===== src/rtl/minirisc_pkg.sv =====
// Shared definitions for the minirisc core driver: FSM encoding, the
// increment the core is expected to apply, and the edges at which it is sampled.
package minirisc_pkg;

    typedef enum logic [2:0] {
        ST_IDLE   = 3'd0,
        ST_ISSUE1 = 3'd1,
        ST_ISSUE2 = 3'd2,
        ST_WAIT   = 3'd3,
        ST_ECHO   = 3'd4,
        ST_SUM    = 3'd5,
        ST_RESP   = 3'd6
    } state_t;

    localparam logic [7:0] ADD_CONST_DEFAULT = 8'h08;

    // Edges after operand accept (E0) at which the core output is sampled.
    localparam int ECHO_SAMPLE_EDGE = 4;
    localparam int SUM_SAMPLE_EDGE  = 5;

endpackage


===== src/rtl/minirisc_driver_sat_counter8.sv =====
// 8-bit event counter with synchronous clear that sticks at 255.
module sat_counter8 (
    input  logic       clk,
    input  logic       clr,
    input  logic       inc,
    output logic [7:0] count
);

    logic [7:0] r_count;

    always_ff @(posedge clk) begin
        if (clr) begin
            r_count <= 8'h00;
        end else if (inc && (r_count != 8'hFF)) begin
            r_count <= r_count + 8'h01;
        end
    end

    assign count = r_count;

endmodule


===== src/rtl/minirisc_driver.sv =====
// Drives one operand into the tt_um_minirisc core, checks its echo and sum,
// and hands the sampled sum back to the host with pass/fail statistics.
module minirisc_driver
    import minirisc_pkg::*;
#(
    parameter logic [7:0] ADD_CONST = ADD_CONST_DEFAULT
) (
    input  logic       clk,
    input  logic       rst,
    input  logic [7:0] op_data,
    input  logic       op_valid,
    output logic       op_ready,
    output logic [7:0] res_data,
    output logic       res_err,
    output logic       res_valid,
    input  logic       res_ready,
    output logic [7:0] dut_ui,
    input  logic [7:0] dut_uo,
    output logic       dut_ena,
    output logic       dut_rst_n,
    output logic [7:0] pass_cnt,
    output logic [7:0] fail_cnt
);

    state_t     r_state;
    state_t     w_state_next;
    logic [7:0] r_operand;
    logic [7:0] r_ui;
    logic       r_rst_n;
    logic [7:0] r_res_data;
    logic       r_res_err;
    logic       r_echo_err;
    logic [7:0] w_sum_expect;
    logic       w_take;

    assign w_sum_expect = r_operand + ADD_CONST;
    assign w_take       = (r_state == ST_RESP) && res_ready && !rst;

    always_ff @(posedge clk) begin
        if (rst) begin
            r_state <= ST_IDLE;
        end else begin
            r_state <= w_state_next;
        end
    end

    always_comb begin
        w_state_next = r_state;
        case (r_state)
            ST_IDLE:   if (op_valid) w_state_next = (op_data == 8'h00) ? ST_RESP : ST_ISSUE1;
            ST_ISSUE1: w_state_next = ST_ISSUE2;
            ST_ISSUE2: w_state_next = ST_WAIT;
            ST_WAIT:   w_state_next = ST_ECHO;
            ST_ECHO:   w_state_next = ST_SUM;
            ST_SUM:    w_state_next = ST_RESP;
            ST_RESP:   if (res_ready) w_state_next = ST_IDLE;
            default:   w_state_next = ST_IDLE;
        endcase
    end

    always_ff @(posedge clk) begin
        if (rst) begin
            r_operand  <= 8'h00;
            r_ui       <= 8'h00;
            r_rst_n    <= 1'b0;
            r_res_data <= 8'h00;
            r_res_err  <= 1'b0;
            r_echo_err <= 1'b0;
        end else begin
            r_rst_n <= 1'b1;
            case (r_state)
                ST_IDLE: begin
                    if (op_valid) begin
                        // A zero operand is never issued; it becomes an immediate error result.
                        r_operand  <= op_data;
                        r_ui       <= op_data;
                        r_echo_err <= 1'b0;
                        if (op_data == 8'h00) begin
                            r_res_data <= 8'h00;
                            r_res_err  <= 1'b1;
                        end
                    end
                end
                ST_ISSUE2: r_ui <= 8'h00;
                ST_ECHO:   r_echo_err <= (dut_uo != r_operand);
                ST_SUM: begin
                    r_res_data <= dut_uo;
                    r_res_err  <= r_echo_err || (dut_uo != w_sum_expect);
                end
                default: ;
            endcase
        end
    end

    sat_counter8 u_pass_cnt (
        .clk   (clk),
        .clr   (rst),
        .inc   (w_take && !r_res_err),
        .count (pass_cnt)
    );

    sat_counter8 u_fail_cnt (
        .clk   (clk),
        .clr   (rst),
        .inc   (w_take && r_res_err),
        .count (fail_cnt)
    );

    assign op_ready  = (r_state == ST_IDLE) && !rst;
    assign res_valid = (r_state == ST_RESP);
    assign res_data  = r_res_data;
    assign res_err   = r_res_err;
    assign dut_ui    = r_ui;
    assign dut_ena   = !rst;
    assign dut_rst_n = r_rst_n;

endmodule


===== config.mk =====
export PLATFORM = sky130hd
export DESIGN_NAME = minirisc_driver
export DESIGN_NICKNAME = d
export VERILOG_FILES = /design/src/rtl/minirisc_pkg.sv /design/src/rtl/minirisc_driver_sat_counter8.sv /design/src/rtl/minirisc_driver.sv
export SDC_FILE = /design/constraint.sdc
export NUM_CORES = 1
export LEC_CHECK = 0
export CAP_MARGIN = 0
export CORE_ASPECT_RATIO = 0.5
export CORE_MARGIN = 10
export CORE_UTILIZATION = 30
export CTS_CLUSTER_SIZE = 25
export DETAILED_ROUTE_END_ITERATION = 8
export PLACE_DENSITY = 0.67
export SLEW_MARGIN = 30
export SYNTH_ARGS = -nofsm -noshare
export SYNTH_HDL_FRONTEND = slang
export SYNTH_SLANG_ARGS = --single-unit

===== constraint.sdc =====
create_clock -name clk -period 1.7 [get_ports clk]
set_input_delay 0.34 -clock clk [delete_from_list [all_inputs] [get_ports clk]]
set_output_delay 0.34 -clock clk [all_outputs]
set_load 0.05 [all_outputs]

==> results.yml <==
status:
  status: "finished, violations left"
  violations: "negative setup slack"
cells_and_area:
  design_area_mm2: 0.00328
  finalNonFillerCells: 422
  drive_gt1_share_pct: 35.5
  fin_nets: 352
  syn2layout_area_growth_pct: 55.7
  diodes: 0
  num-fill-cells: 628
power_and_ir_drop:
  comb_power_share_pct: 16.9
  clockPowerShare_pct: 44.0
  switching_power_w: 0.000751
  swShare_pct: 25.3
  p_total_w: 0.00297
  p_int_w: 0.00221
  p_per_area_mw_per_mm2: 903
  power.leakage_nw: 1.23
  pwr-share-seq_pct: 39.1
  vdd_drop_max_mv: 0.482
grt:
  grt_overflow: 0
  antenna_found_initial: 0
  grt_pass1_wl_um: 10900
  grt_pass1_vias: 2199
  grt_usage_pct: 11.6
  grt_max_degree: 37
synth:
  syn-mean-instance-area_um2: 8.50
  syn_inst: 248
  synth-edff-count: 0
  ys_seq_area_share_pct: 43.7
  synth_top_cell_area_share_pct: 43.7
  synth.distinct_cells: 42
  synth_seq_cells: 46
  yosys.area.top_type: "dfxtp_1"
  yosysWarnings: 0
  synth_top_flop_cell: "dfxtp_1"
  synthMostInstantiatedCell: "dfxtp_1"
  synth_common_cells: "dfxtp_1, nand2_1, a21oi_1, o21ai_1"
  synth_fp_nets: 271
  syn_area_mm2: 0.00211
  netlist_top_cells_area: "dfxtp_1, a21oi_1, nand2_1"
  async_flop_share_pct: 0
placement:
  dp_hpwl_um: 4760
  dp.cells: 409
  port_buffers: 56
  placed_cell_area_mm2: 0.00293
  place_congestion: 0.806
routing:
  dr.first_iter.drc_count: 164
  drcViolationCount: 0
  wl_um: 6560
  postRouteAntennaNets: 0
  wl_per_cell_um: 15.6
  firstDrtPassIters: 6
  vias: 2173
  via_per_inst: 5.15
worst_setup_path:
  cp_max_fo: 7
  timing.rr.end: "u_fail_cnt.count[2]$_SDFFE_PP0P_"
  worstSetupStartpointType: "flip-flop"
  worstSetupEndpoint: "u_fail_cnt.count[2]$_SDFFE_PP0P_"
  worstPathRequired_ns: 1.92
  endpoint_kind: "flip-flop"
  worstPathArrival_ns: 1.99
  crit_start: "r_state[0]$_SDFFE_PP0P_"
  ff2ff_setup_slack_ns: -0.07
  r2r_start: "r_state[0]$_SDFFE_PP0P_"
  r2r_cells: 5
  critPathKind: "reg2reg"
run:
  drv_cap: 0
sta:
  rsz0062_at_grt: "yes"
  max_freq_mhz: 565
  tightest_slew_ns: 0.483
  drv_slew: 0
  holdWs_ns: 0.462
  setup_viol: 3
  hold_viol_final: 0
  skew_ns: 0.00507
  relSlewSlack_pct: 67.0
  setup-tns-final_ns: -0.0725
  layout_min_cycle_time_ns: 1.77
  fin_crit_sh_pct: 104
  fin_ws_ns: -0.0691
clock_network:
  clock_sinks: 46
  cts.clk_slew.worst_paths_ns: 0.06
  cts_tree: "done"
  htreeDepth: 2
  clk_latency_ns: 0.29
  cts-root-buf: "clkbuf_16"
  clockBufferDepth: 2
  cts_made_buffers: 5
die:
  ios: 57
  rows: 21
  chipHeight_um: 79.3
  initial_utilization_pct: 31.2
  die_area_mm2: 0.0110
  die_w_um: 139
  core-area_mm2: 0.00675
worst_hold_path:
  hold_path_class: "reg2reg"
state kept, by name, indices dropped and copies added, names as in the netlist:
name / flops
dut_rst_n: 1
r_state: 3
res_data: 8
r_echo_err: 1
u_pass_cnt.count: 8
u_fail_cnt.count: 8
res_err: 1
r_operand: 8
dut_ui: 8
cell families (layout without fill, tap and decap cells):
family / Yosys count / after routing / synth area share, %
simple gates: 92 / 92 / 24.3
compound gates: 76 / 76 / 21.7
flops: 46 / 46 / 43.7
buf+inv: 19 / 101 / 3.56
xor+xnor: 12 / 12 / 4.99
fa+ha+maj: 3 / 3 / 1.78
metrics by stage:
stage                     util (%)  setup slack (ns)
final                         48.6           -0.0691
after global routing          48.6           -0.0927
after CTS                     47.6           -0.0797
after detailed placement      43.4            -0.537
after global placement        43.4            -0.539
after floorplan                  -           -0.0444
worst min path at each step:
| stage | from | to | cells after the start |
|---|---|---|---|
| after floorplan | r_echo_err$_SDFFE_PP0P_ | r_echo_err$_SDFFE_PP0P_ | 2 |
| after global placement | u_pass_cnt.count[5]$_SDFFE_PP0P_ | u_pass_cnt.count[5]$_SDFFE_PP0P_ | 2 |
| after detailed placement | dut_ui[1]$_SDFFE_PP0P_ | dut_ui[1]$_SDFFE_PP0P_ | 2 |
| after CTS | dut_ui[6]$_SDFFE_PP0P_ | dut_ui[6]$_SDFFE_PP0P_ | 2 |
| after global routing | dut_ui[7]$_SDFFE_PP0P_ | dut_ui[7]$_SDFFE_PP0P_ | 2 |
| final | dut_ui[7]$_SDFFE_PP0P_ | dut_ui[7]$_SDFFE_PP0P_ | 2 |
what timing repair did:
action / 4_1_cts / 5_1_grt
buffers inserted: 5 / 0
resized for setup: 23 / 17
pin swaps: 11 / 8
endpoints found under the setup margin: 28 / 15
gates cloned: 1 / 0
hold buffers: 0 / 0
power groups by stage:
stage                     Combinational (W)  Sequential (W)  Clock [W]
after floorplan                    0.000214         0.00125          0
final                              0.000500         0.00116    0.00131
after CTS                          0.000498         0.00116    0.00131
after global routing               0.000545         0.00116    0.00137
after detailed placement           0.000496         0.00118          0
after global placement             0.000487         0.00118          0
layout by cell type (no fill, tap or decap), drive strengths merged, types with 2 or more instances in the layout:
cell           synthesis  routed
a211oi                 3       3
a21oi                 37      37
a31oi                  3       3
and4                   4       4
buf                    4      69
bufinv                 0       2
clkbuf                10       6
clkdlybuf4s50          0       9
dfxtp                 46      46
dlygate4sd2            0       9
ha                     3       3
inv                    4       4
nand2                 41      41
nand3                  9       9
nand4                  5       5
nor2                   3       3
nor3                   2       2
nor3b                  2       2
nor4                   5       5
o21a                   2       2
o21ai                 13      13
o311ai                 4       4
o31ai                  5       5
o41ai                  5       5
or3                    3       3
or4                   10      10
xnor2                 10      10
xor2                   2       2
critical path, cell delays in order (launching register included):
cell and delay (ns):
dfxtp_2 0.32, nand2b_4 0.14, or4b_4 0.49, buf_6 0.15, or4_4 0.48, a21oi_2 0.12
per-layer routing:
metal | GRT usage [%] | part of all wire (%)
met1 | 13.9 | 45
met2 | 20.2 | 50
met3 | 2.79 | 4.4
met4 | 3.97 | 1.3
met5 | 0 | 0
final cells by class:
class	instances	area (µm²)	area share [%]
inverters	5	20.0	0.610
multi-input cells	183	1250	38.1
well taps	92	115	3.51
clock inverters	2	60.1	1.83
repair buffers	88	753	22.9
clock buffers	6	139	4.23
flip-flops and latches	46	943	28.7
Power figures use the tool's default switching activity.
